===== config.mk =====
export PLATFORM = sky130hd
export DESIGN_NAME = preadd_result_unpacker
export DESIGN_NICKNAME = d
export VERILOG_FILES = /design/src/rtl/preadd_pkg.sv /design/src/rtl/preadd_lane_ext.sv /design/src/rtl/preadd_result_unpacker.sv
export SDC_FILE = /design/constraint.sdc
export NUM_CORES = 1
export LEC_CHECK = 0
export CELL_PAD_IN_SITES_DETAIL_PLACEMENT = 0
export CELL_PAD_IN_SITES_GLOBAL_PLACEMENT = 1
export CORE_ASPECT_RATIO = 0.9
export CORE_MARGIN = 2
export CORE_UTILIZATION = 32
export DETAILED_ROUTE_END_ITERATION = 10
export PLACE_DENSITY_LB_ADDON = 0.3
export SYNTH_ARGS = -nofsm -noshare
export SYNTH_HDL_FRONTEND = slang
export SYNTH_SLANG_ARGS = --single-unit

===== constraint.sdc =====
create_clock -name clk -period 2.29 [get_ports clk]
set_input_delay 0.3435 -clock clk [delete_from_list [all_inputs] [get_ports clk]]
set_output_delay 0.3435 -clock clk [all_outputs]
set_load 0.02 [all_outputs]

===== src/rtl/preadd_pkg.sv =====
// Shared constants and encodings for the pre-adder result unpacker.
package preadd_pkg;
    localparam int SEG_W      = 19;
    localparam int CHAIN_HI_W = 9;

    typedef enum logic {
        MODE_DUAL  = 1'b0,
        MODE_CHAIN = 1'b1
    } mode_e;

    typedef enum logic [1:0] {
        EMPTY = 2'd0,
        BEAT0 = 2'd1,
        BEAT1 = 2'd2
    } state_e;
endpackage


===== src/rtl/preadd_lane_ext.sv =====
// Widens one dual-mode pre-adder segment to the output width, zero- or sign-extended.
module preadd_lane_ext
    import preadd_pkg::*;
#(
    parameter int SEG_W    = 19,
    parameter int OUT_W    = 28,
    parameter int SIGN_EXT = 0
) (
    input  logic [SEG_W-1:0] i_seg,
    output logic [OUT_W-1:0] o_ext
);
    generate
        if (SIGN_EXT != 0) begin : g_sext
            assign o_ext = OUT_W'($signed(i_seg));
        end else begin : g_zext
            assign o_ext = OUT_W'(i_seg);
        end
    endgenerate
endmodule


===== src/rtl/preadd_result_unpacker.sv =====
// Splits a packed pre-adder result word into one (chained) or two (dual) output beats
// behind a one-entry holding register, with valid/ready on both sides.
module preadd_result_unpacker
    import preadd_pkg::*;
#(
    parameter int SEG_W    = 19,
    parameter int OUT_W    = 28,
    parameter int SIGN_EXT = 0,
    parameter int CNT_W    = 16
) (
    input  logic               clk,
    input  logic               reset,
    input  logic               in_valid,
    output logic               in_ready,
    input  logic [2*SEG_W-1:0] in_data,
    input  logic               in_mode,
    output logic               out_valid,
    input  logic               out_ready,
    output logic [OUT_W-1:0]   out_data,
    output logic               out_lane,
    output logic               out_last,
    output logic [CNT_W-1:0]   result_count,
    output logic               fmt_err
);
    state_e             r_state;
    state_e             w_state_nxt;
    logic [2*SEG_W-1:0] r_data;
    mode_e              r_mode;
    logic [CNT_W-1:0]   r_count;
    logic               r_fmt_err;

    logic               w_last;
    logic               w_accept;
    logic               w_handoff;
    logic               w_fmt_bad;
    logic [OUT_W-1:0]   w_ext_lo;
    logic [OUT_W-1:0]   w_ext_hi;
    logic [OUT_W-1:0]   w_chain;

    preadd_lane_ext #(.SEG_W(SEG_W), .OUT_W(OUT_W), .SIGN_EXT(SIGN_EXT)) u_ext_lo (
        .i_seg (r_data[SEG_W-1:0]),
        .o_ext (w_ext_lo)
    );

    preadd_lane_ext #(.SEG_W(SEG_W), .OUT_W(OUT_W), .SIGN_EXT(SIGN_EXT)) u_ext_hi (
        .i_seg (r_data[2*SEG_W-1:SEG_W]),
        .o_ext (w_ext_hi)
    );

    // Chained sum: seg_hi's low bits sit directly above seg_lo, carry-out included.
    assign w_chain   = OUT_W'(r_data[SEG_W+CHAIN_HI_W-1:0]);
    assign w_fmt_bad = in_mode && (in_data[2*SEG_W-1:SEG_W+CHAIN_HI_W] != '0);

    assign w_last    = (r_state == BEAT1) || ((r_state == BEAT0) && (r_mode == MODE_CHAIN));
    assign in_ready  = (r_state == EMPTY) || (w_last && out_ready);
    assign w_accept  = in_valid && in_ready;
    assign w_handoff = out_valid && out_ready;

    always_ff @(posedge clk) begin
        if (reset) begin
            r_state <= EMPTY;
        end else begin
            r_state <= w_state_nxt;
        end
    end

    always_comb begin
        w_state_nxt = r_state;
        case (r_state)
            EMPTY: if (w_accept) w_state_nxt = BEAT0;
            BEAT0: begin
                if (out_ready) begin
                    if (r_mode == MODE_CHAIN) w_state_nxt = w_accept ? BEAT0 : EMPTY;
                    else                      w_state_nxt = BEAT1;
                end
            end
            BEAT1: if (out_ready) w_state_nxt = w_accept ? BEAT0 : EMPTY;
            default: w_state_nxt = EMPTY;
        endcase
    end

    always_comb begin
        out_data = '0;
        case (r_state)
            BEAT0:   out_data = (r_mode == MODE_CHAIN) ? w_chain : w_ext_lo;
            BEAT1:   out_data = w_ext_hi;
            default: out_data = '0;
        endcase
    end

    always_ff @(posedge clk) begin
        if (reset) begin
            r_data    <= '0;
            r_mode    <= MODE_DUAL;
            r_count   <= '0;
            r_fmt_err <= 1'b0;
        end else begin
            if (w_accept) begin
                r_data <= in_data;
                r_mode <= mode_e'(in_mode);
            end
            if (w_accept && w_fmt_bad) r_fmt_err <= 1'b1;
            if (w_handoff)             r_count   <= r_count + 1'b1;
        end
    end

    assign out_valid    = (r_state != EMPTY);
    assign out_lane     = (r_state == BEAT1);
    assign out_last     = w_last;
    assign result_count = r_count;
    assign fmt_err      = r_fmt_err;
endmodule


Yosys cells after proc, flatten, opt, wreduce, memory -nomap -nowiden
Index checks and enable logic that the tools add are counted.

word-level totals
  register bits after elaboration = 58
  bits of input ports = 43
  output and inout bits = 49
  word-level logic and storage cells = 31

operators by class
  $add $sub $neg = 1
  eq/ne operators = 5
  multiplexer cells = 8
  reduce and logical (&&, ||, !) cells = 12

operator list
  kind                                                                   number
  28-bit case mux with 2 select lines                                    1
  28-bit 2-to-1 mux                                                      1
  16-bit by 1-bit adder with 16-bit output, second input constant        1
  10-bit nonzero test                                                    1
  2-bit 2-to-1 mux                                                       4
  1-bit logical AND                                                      6
  2-bit != test, second input constant                                   3
  2-bit case mux with 3 select lines                                     1
  3-bit AND reduction                                                    1
  2-bit by 1-bit equality test with 1-bit output, second input constant  1
  2-bit equality test, second input constant                             1
  2-bit logical NOT                                                      1
  1-bit logical OR                                                       2
  2-bit nonzero test                                                     1
  1-bit 2-to-1 mux                                                       1

Longest topological paths before layout
Gate-level depths: netlist (run 1).

  depth in word-level cells = 10
  mapped depth = 8
  mapped depth without buffers = 6

Hierarchy
A second synthesis (run 1) with hierarchy kept.

unflattened totals
  cell total of the unflattened synthesis = 430
  area total of the unflattened synthesis = 3452.1 um2

by module, submodules not included
  module                  instances  cells an instance  area each (um2)  sequential area each (um2)
  preadd_result_unpacker  1          372                3024.2           1161.1
  preadd_lane_ext         2          29                 214.0            0.0

Worst setup path before layout (run 1)
No wires, ideal clock.

  path type = register to output
  start = register r_state[0]
  end = output out_data[0]
  arrival time = 1695 ps
  data required time = 1947 ps
  slack = 251 ps
  cell stages (with the launch flop) = 7
  path buffers = 2
  path through = dfxtp_1 > inv_1 > ha_1 > and2_1 > clkbuf_1 > buf_1 > a22o_1

between the ends
  cells in the longest elaborated chain, start to end = 2
  elaborated cells on any way between the ends = 3
  those cells by class = eq/ne (2); mux (1)

RTL lines
  what                                 RTL line                      source
  start, declared                      preadd_result_unpacker.sv:25  state_e r_state;
  start signal, assigned               preadd_result_unpacker.sv:63  r_state <= w_state_nxt;
  2-bit equality test                  -
  net out_lane                         preadd_result_unpacker.sv:20  output logic out_lane,
  28-bit case mux with 2 select lines  preadd_result_unpacker.sv:84  case (r_state)
  end, declared                        preadd_result_unpacker.sv:19  output logic [OUT_W-1:0] out_data,

The timed path passes the listed nets, and every way through them passes these cells.

Worst setup path after layout (run 1)
  start = register r_state[0]
  end = output out_data[2]

between the ends
  cells in the longest elaborated chain, start to end = 2
  elaborated cells on any way between the ends = 3
  those cells by class = eq/ne (2); mux (1)

RTL lines
  what                                                                                   RTL line
  2-bit equality test or 2-bit by 1-bit equality test with 1-bit output (tied branches)  preadd_result_unpacker.sv:84
  28-bit case mux with 2 select lines (*)                                                preadd_result_unpacker.sv:84

Every way passes the cells marked *; elsewhere a longest branch is shown, timed or not.

==> impl_metrics.ini, run 1 <==
[synth]
ys_ff_latch = 58
ys_seq_area_share_pct = 45.5
syn_area_um2 = 2550
synth_area_leaders = dfxtp_1 46%, nand2_1 13%, a21oi_1 8.4%
syn_inst = 314
ys_warn_count = 0
synth.top_cell.area_share_pct = 45.5
synth_top_cell_by_area = dfxtp_1
syn_area_per_cell_um2 = 8.12
syn-num-nets = 362
ys_types = 38

[power]
switching_share_pct = 27.3
p_leak_nw = 1.55
power_frac_seq_pct = 43.1
ir_drop_v = 0.000369
p_comb_share_pct = 16.9
p_int_mw = 1.89
power_frac_clock_pct = 40.0
p_sw_mw = 0.712
power_density_nw_per_um2 = 695

[worst_hold_path]
hp-class = in2reg

[global_routing]
grt_overflow = 0
antenna_found_initial = 0
track_usage_pct = 17.1
grt_first_pass_wirelength_mm = 11.7
grt_max_degree = 54
grt_pass1_vias = 2335

[sta]
finalSetupViolations = 0
slew_headroom_pct = 60.4
fin_crit_sh_pct = 96.8
slew_violations = 0
fin_skew_ns = 0.00611
timing.hold.ws_ns = 0.255
hold_viol = 0
rsz0062_at_grt = no
post-route-min-period_ns = 2.22
worstMarginPinSlew_ns = 0.594
setup-tns-final_ns = 0
maxClockFrequency_ghz = 0.451

[floorplanning]
die_y_um = 88.7
die-area_um2 = 8700
ios = 92
rows = 30
core_um2 = 7620
start_util_pct = 33.5
die_x_um = 98.1

[routing]
via_per_inst = 4.90
drtAntennaViolNets = 0
drt-total-wl_mm = 7.16
avgRoutedWirePerCell_um = 14.1
drc = 0
drt_pass1_iterations = 4
vias = 2494
initialDrtViolationCount = 83

[finish]
final_cells = 509
nNetsFinal = 456
drive_gt1_share_pct = 14.0
antenna_cells = 0
fillers = 755
area_delta_synth_final_pct = 47.2

[place]
place_hpwl_mm = 4.94
placed_cells = 493
port_buffers = 91
place_congestion = 0.775

[worst_setup_path]
arrival_ns = 1.87
critPathRequiredTime_ns = 1.95
startpoint_type = register
crit_fanout = 22
critPathKind = reg2out
cp-end-kind = output pin

[cts]
cts_buffers = 9
clkTransAtPathRegs_ns = 0.07
insertion_delay_ns = 0.34
ctsLongestPathBuffers = 2
clkSinkCount = 58
cts_tree = built
h-tree-depth = 3
postCtsSetupBuffers = 0
ctsHoldBuffers = 0
cts_root_buffer = clkbuf_8

[flow_run]
maxCapViolations = 0

[run_status]
status = complete, no violations
## logic make-up (layout without fill, tap and decap cells)
family,Yosys count,in the layout,share of synthesized area (%)
adder cells (fa/ha/maj),5,5,2.45
XOR/XNOR,11,11,3.78
flip-flops,58,58,45.5
buffers and inverters,27,126,4.91
AO/OA/AOI/OAI,72,72,17.5
multiplexers,2,2,0.834
AND/OR/NAND/NOR,139,139,25.0
## sequential cells by signal (all words and copies together), names as in the netlist
name and flops:
r_data 38, result_count 16, r_state 2, r_mode 1
fmt_err 1
## metal layers
| metal | share of wire [%] | wire length, um | global-route usage (%) | up-vias |
|---|---|---|---|---|
| met3 | 6.9 | 492 | 6.40 | 7 |
| met5 | 0 | 0 | 0 | - |
| met2 | 43 | 3110 | 26.1 | 78 |
| li1 | - | - | - | 1256 |
| met4 | 0.74 | 53 | 3.41 | 0 |
| met1 | 49 | 3500 | 23.3 | 1153 |
## synth_stat cells, drive strengths merged
cell	count
clkbuf	10
nor3	1
o21ai	4
and2	4
and4	1
ha	5
nand2	86
mux2i	1
a21o	1
dfxtp	58
and4b	2
a32oi	1
buf	12
and3	10
a22o	18
nand4	5
inv	5
nor2	16
a31oi	2
nand3	5
a31o	1
or3	3
or4b	1
a21oi	43
xnor2	1
nor4	2
nor2b	3
mux2	1
a22oi	1
o21bai	1
xor2	10
## area by class of cell
class	instances	area (um2)	area share, %
clock buffers	9	124	3.30
repair buffers	105	953	25.4
well taps	96	120	3.20
multi-input cells	229	1280	34.1
clock inverters	7	93.8	2.50
flip-flops and latches	58	1160	30.9
inverters	5	18.8	0.500
## worst max-delay path, stage by stage, from the launching register on
cell             delay [ns]
dfxtp_1                0.33
inv_1                  0.06
ha_1                   0.31
and2_4                 0.18
buf_12                 0.15
a22o_1                 0.25
clkdlybuf4s15_2        0.26
## path summary, 6_finish.rpt
path	cells past startpoint	start	endpoint	slack, ns
setup / recovery	6	r_state[0]	out_data[2]	0.07
hold / removal	2	reset	result_count[8]	0.25
setup reg to reg	8	r_state[0]	r_data[21]	0.29
hold reg to reg	2	r_data[16]	r_data[16]	0.46
## layout by cell type, fill, tap and decap left out, types with 3 or more instances in the layout
cell,n
dfxtp_1,58
nor2b_1,3
a21oi_1,43
xor2_1,10
buf_12,4
o21ai_0,3
buf_4,10
nand4_1,4
dlygate4sd2_1,7
clkbuf_8,9
nand3_1,5
nor2_1,16
nand2_1,86
and3_1,10
clkbuf_2,20
clkdlybuf4s50_1,60
a22o_1,18
or3_1,3
ha_1,5
inv_1,5
## power by group through the flow
| stage | Sequential, mW | Combinational, mW | Clock [mW] |
|---|---|---|---|
| after floorplan | 1.14 | 0.237 | 0 |
| final | 1.12 | 0.441 | 1.04 |
| after CTS | 1.12 | 0.446 | 1.07 |
| after detailed placement | 1.15 | 0.451 | 0 |
| after global placement | 1.14 | 0.448 | 0 |
| after global routing | 1.13 | 0.487 | 1.12 |
## metrics by stage
step	util (%)	total power [mW]	instance area, um2	worst slack [ns]
5_1_grt	49.2	2.73	3750	0.00345
3_5_place_dp	47.8	1.60	3640	0.120
6_report	49.2	2.61	3750	0.0743
3_3_place_gp	47.8	1.59	3640	0.133
4_1_cts	50.4	2.64	3840	0.000111
2_1_floorplan	-	1.37	2550	0.251
## timing repair
item                                   CTS  global route
endpoints found under the hold margin    0             0
gates resized for setup                 49            26
setup endpoints to repair               30            27
Note: power is estimated with default switching activity, not from simulation.
==> inputs of run 2 (changes only) <==
--- a/config.mk
+++ b/config.mk
@@ -7,7 +7,6 @@
 export LEC_CHECK = 0
 export CELL_PAD_IN_SITES_DETAIL_PLACEMENT = 0
 export CELL_PAD_IN_SITES_GLOBAL_PLACEMENT = 1
-export CORE_ASPECT_RATIO = 0.9
 export CORE_MARGIN = 2
 export CORE_UTILIZATION = 32
 export DETAILED_ROUTE_END_ITERATION = 10
==> run 2 against run 1 <==
  * Cell area fell by 1.2%
  * Utilization decreased by 1.3 points
  * Worst setup slack better by 0.020 ns
  * Largest power group unchanged
  * Register-to-register slack better by 0.11 ns
  * Total power is 0.84% lower
  * Wire length fell by 3.5%
  * Worst hold slack improved by 0.20 ns
  * Clock-buffer cell count up 2
  * Sequential share of layout area is 0.41 points higher
  * Global-route usage shrank 0.48 points
  * Sequential power hardly changed
  * Sequential cell count stayed put
==> impl_metrics.ini, run 2 (synthesized netlist as in run 1, its figures left out) <==
[run_status]
status = complete, no violations

[power]
p_leak_nw = 1.54
power_density_nw_per_um2 = 697
ir_drop_v = 0.000317
power_frac_seq_pct = 43.6
p_int_mw = 1.92
power_frac_clock_pct = 40.0
p_comb_share_pct = 16.4
switching_share_pct = 25.9
p_sw_mw = 0.670

[sta]
fin_crit_sh_pct = 95.9
setup-tns-final_ns = 0
finalSetupViolations = 0
worstMarginPinSlew_ns = 0.594
slew_violations = 0
post-route-min-period_ns = 2.20
slew_headroom_pct = 60.4
setup_ws_ns = 0.0938
fin_skew_ns = 0.00675
rsz0062_at_grt = no
hold_viol = 0
maxClockFrequency_ghz = 0.455

[finish]
top_register = r_data
multi_input_area_um2 = 1280
fillers = 766
area_delta_synth_final_pct = 45.4
layout_commonest_cell = nand2_1
regArea_um2 = 1160
drive_gt1_share_pct = 14.6
nNetsFinal = 453
antenna_cells = 0
layout_common_cells = 86 x nand2_1, 60 x clkdlybuf4s50_1, 57 x dfxtp_1, 43 x a21oi_1, 19 x clkbuf_2
largest_reg_flops = 38

[worst_hold_path]
holdPathStages = 2
hp-class = reg2reg
min-delay-start = r_data[11]
hold_path_end = r_data[11]

[flow_run]
maxCapViolations = 0

[routing]
vias = 2472
drt_pass1_iterations = 4
avgRoutedWirePerCell_um = 13.5
drc = 0
initialDrtViolationCount = 69
drtAntennaViolNets = 0
drt-total-wl_mm = 6.90
via_per_inst = 4.83

[cts]
h-tree-depth = 3
clkTransAtPathRegs_ns = 0.07
cts_buffers = 9
ctsHoldBuffers = 0
cts_root_buffer = clkbuf_8
postCtsSetupBuffers = 0
insertion_delay_ns = 0.33
cts-resized-gates = 56
cts_tree = built
ctsLongestPathBuffers = 2
clkSinkCount = 58

[global_routing]
grt_max_degree = 40
track_usage_pct = 16.6
grt_overflow = 0
grt_first_pass_wirelength_mm = 11.2
antenna_found_initial = 0
grt_pass1_vias = 2283

[worst_setup_path]
cp_num_buf_inv = 3
rr_worst_depth = 8
critPathRequiredTime_ns = 1.95
rr_endpoint = r_state[0]
cp_cell_sequence = inv_1, ha_1, and2_1, buf_6, a22o_1, clkdlybuf4s15_2
startpoint_type = register
slowest_delay_ns = 0.35
cp-end-kind = output pin
critPathKind = reg2out
arrival_ns = 1.85
reg2reg_slack_ns = 0.40
slowest_stage = dfxtp_2
crit_fanout = 13
cp_top_family = buffers and inverters
r2r_start = r_state[0]

[floorplanning]
ios = 92
die-area_um2 = 8700
core_um2 = 7730
die_y_um = 93.3
die_x_um = 93.3
rows = 32
start_util_pct = 33.0

[place]
place_hpwl_mm = 4.87
place_congestion = 0.762
port_buffers = 91
post-place-ws_ns = 0.0736
==> run 2: how the worst max path moves through the flow <==
stage / cells past startpoint / startpoint / end / slack, ns
3_5_place_dp: 6 / r_state[1] / out_data[3] / 0.07
6_report: 6 / r_state[1] / out_data[8] / 0.09
2_1_floorplan: 6 / r_state[0] / out_data[0] / 0.25
3_3_place_gp: 6 / r_state[1] / out_data[19] / 0.1
4_1_cts: 5 / r_state[0] / out_last / 0.0007
5_1_grt: 6 / r_state[0] / out_data[8] / 0.002
==> run 2: worst reg2reg max path, cell delays in order, from the launching register on <==
cell     delay [ns]
dfxtp_1        0.31
buf_4          0.14
ha_1           0.20
buf_4          0.15
a21o_1         0.23
a31o_2         0.27
buf_4          0.20
a32oi_1        0.23
nor2_1         0.05
==> run 2: layout make-up <==
type | count | share of cell area [%]
Multi-Input combinational cell | 229 | 34.5
Clock buffer | 11 | 3.81
Clock inverter | 5 | 2.09
Sequential cell | 58 | 31.4
Inverter | 5 | 0.506
Tap cell | 102 | 3.44
Timing Repair Buffer | 102 | 24.3
==> run 2: routing by layer <==
metal	vias up	GRT usage, %	routed length (um)
met5	-	0	0
met4	0	8.09	136
met3	11	4.75	426
met2	65	24.9	3100
met1	1141	21.8	3240
li1	1255	-	-
==> run 2: power by group through the flow <==
stage	clock network, mW	registers [mW]	logic, mW
floorplan	0	1.14	0.237
global placement	0	1.15	0.430
detailed placement	0	1.15	0.436
CTS	1.07	1.13	0.432
global route	1.12	1.14	0.469
finish	1.04	1.13	0.423
==> run 2: metrics by stage <==
stage               total power [mW]  cell area, um2  instances  hold WS, ns  utilization, %
floorplan                       1.37            2550        314        0.436               -
global placement                1.58            3610        496        0.443            46.7
detailed placement              1.58            3610        496        0.447            46.7
CTS                             2.63            3830        512        0.457            49.5
global route                    2.73            3710        512        0.476            48.0
finish                          2.59            3710        512        0.456            48.0
==> patch, RTL diff (config.mk and constraints of run 2) <==
Reset style: asynchronous (`reset`), changed in 2 clocked blocks.
--- a/src/rtl/preadd_result_unpacker.sv
+++ b/src/rtl/preadd_result_unpacker.sv
@@ -58,3 +58,3 @@
 
-    always_ff @(posedge clk) begin
+    always_ff @(posedge clk or posedge reset) begin
         if (reset) begin
@@ -90,3 +90,3 @@
 
-    always_ff @(posedge clk) begin
+    always_ff @(posedge clk or posedge reset) begin
         if (reset) begin
Behaviour: differs if reset is asserted again (counterexample within 4 cycles, from zero or initial values and one cycle with reset high); with reset held inactive, the same outputs for 10 cycles.
==> patch against run 2 <==
  * Hold slack worse by 120 ps
  * Critical path type unchanged
  * Register-to-register slack got worse by 200 ps
  * Sequential cell count did not move
  * Wire length decreased by 5.0%
  * Largest cell class is now sequential cells
  * Synthesized cell count down 28%
  * Critical endpoint is now out_data[20]
  * Final area is 9.1% higher
  * Worst setup slack worse by 23 ps
  * Area after synthesis rose by 7.6%
Power is not compared: it rests on default switching activity, and its combinational part moved more than twofold at a synthesized area within 25%.
==> patch: results (changes against run 2) <==
[run_status]
status=complete, no violations

[cells_and_area]
fin_cells=439  ; -14%
drive_gt1_frac=0.111  ; -0.0356
fillers=785  ; +2.5%

[timing]
setup_ws_ps=70.5  ; -23.3 ps

[clock_network]
post_cts_resized=30  ; -46%

[synthesis]
avgSynthCellArea_um2=12.2  ; +50%
ys_top_cells_by_count=58 x dfrtp_1, 39 x mux2_1, 19 x a22oi_1, 19 x nor2b_1, 12 x xnor2_1
ys_types=30  ; -21%
ys_dominant_reg_cell=dfrtp_1
syn_nets=273  ; -25%
async_reset_ff_frac=1.00  ; +1.00

[grt]
grt_usage=0.148  ; -0.0177
grt_pass1_wl_um=10400  ; -7.4%
grt_pass1_vias=2078  ; -9.0%

[routing]
wl_met3_um=655  ; +54%
met1_length_um=2930  ; -9.8%
met2_length_um=2900  ; -6.4%
initialDrtViolationCount=124  ; +80%
viasPerCell=4.74  ; -1.8%

[worst_setup_path]
critical_path.max_stage_delay_ps=400  ; +50 ps
cp_slowest_cell=dfrtp_1
r2r-end=r_data[14]
cp-endpoint=out_data[20]
rr_startpoint=r_state[0]
r2r_slack_ps=200  ; -200 ps

[place]
hpwlAfterDp_um=4780  ; -1.8%
place_inst=421  ; -15%
preCtsSetupSlack_ps=84.0  ; +10.5 ps
place_area_um2=3820  ; +5.8%

[min_path]
hp-class=input pin to asynchronous set/reset pin

patch: worst max-delay path, delay by kind of cell, from the launching register on:
kind | cells | cell delay, ps
buffers and inverters | 2 | 390
adders and majority gates | 1 | 330
DFF | 1 | 400
and+or+nand+nor | 2 | 430
patch: cells by family (layout without fill, tap and decap cells):
logic type                 count (synthesis)  count (layout)  synth area share
xor gates and xnor gates                  15              15            0.0479
muxes                                     40              40             0.164
DFF                                       58              58             0.529
adders and majority gates                  5               5            0.0228
and+or+nand+nor                           64              64             0.133
AOI/OAI and AO/OA                         25              25            0.0671
buffers and inverters                     18             127            0.0356
patch: final cells by class:
cell class | count | area, um2 | area share
clock buffers | 12 | 165 | 0.0408
clock inverters | 4 | 72.6 | 0.0179
inverters | 7 | 26.3 | 0.00650
multi-input cells | 149 | 1190 | 0.295
flip-flops and latches | 58 | 1450 | 0.359
well taps | 105 | 131 | 0.0325
repair buffers | 104 | 1000 | 0.248
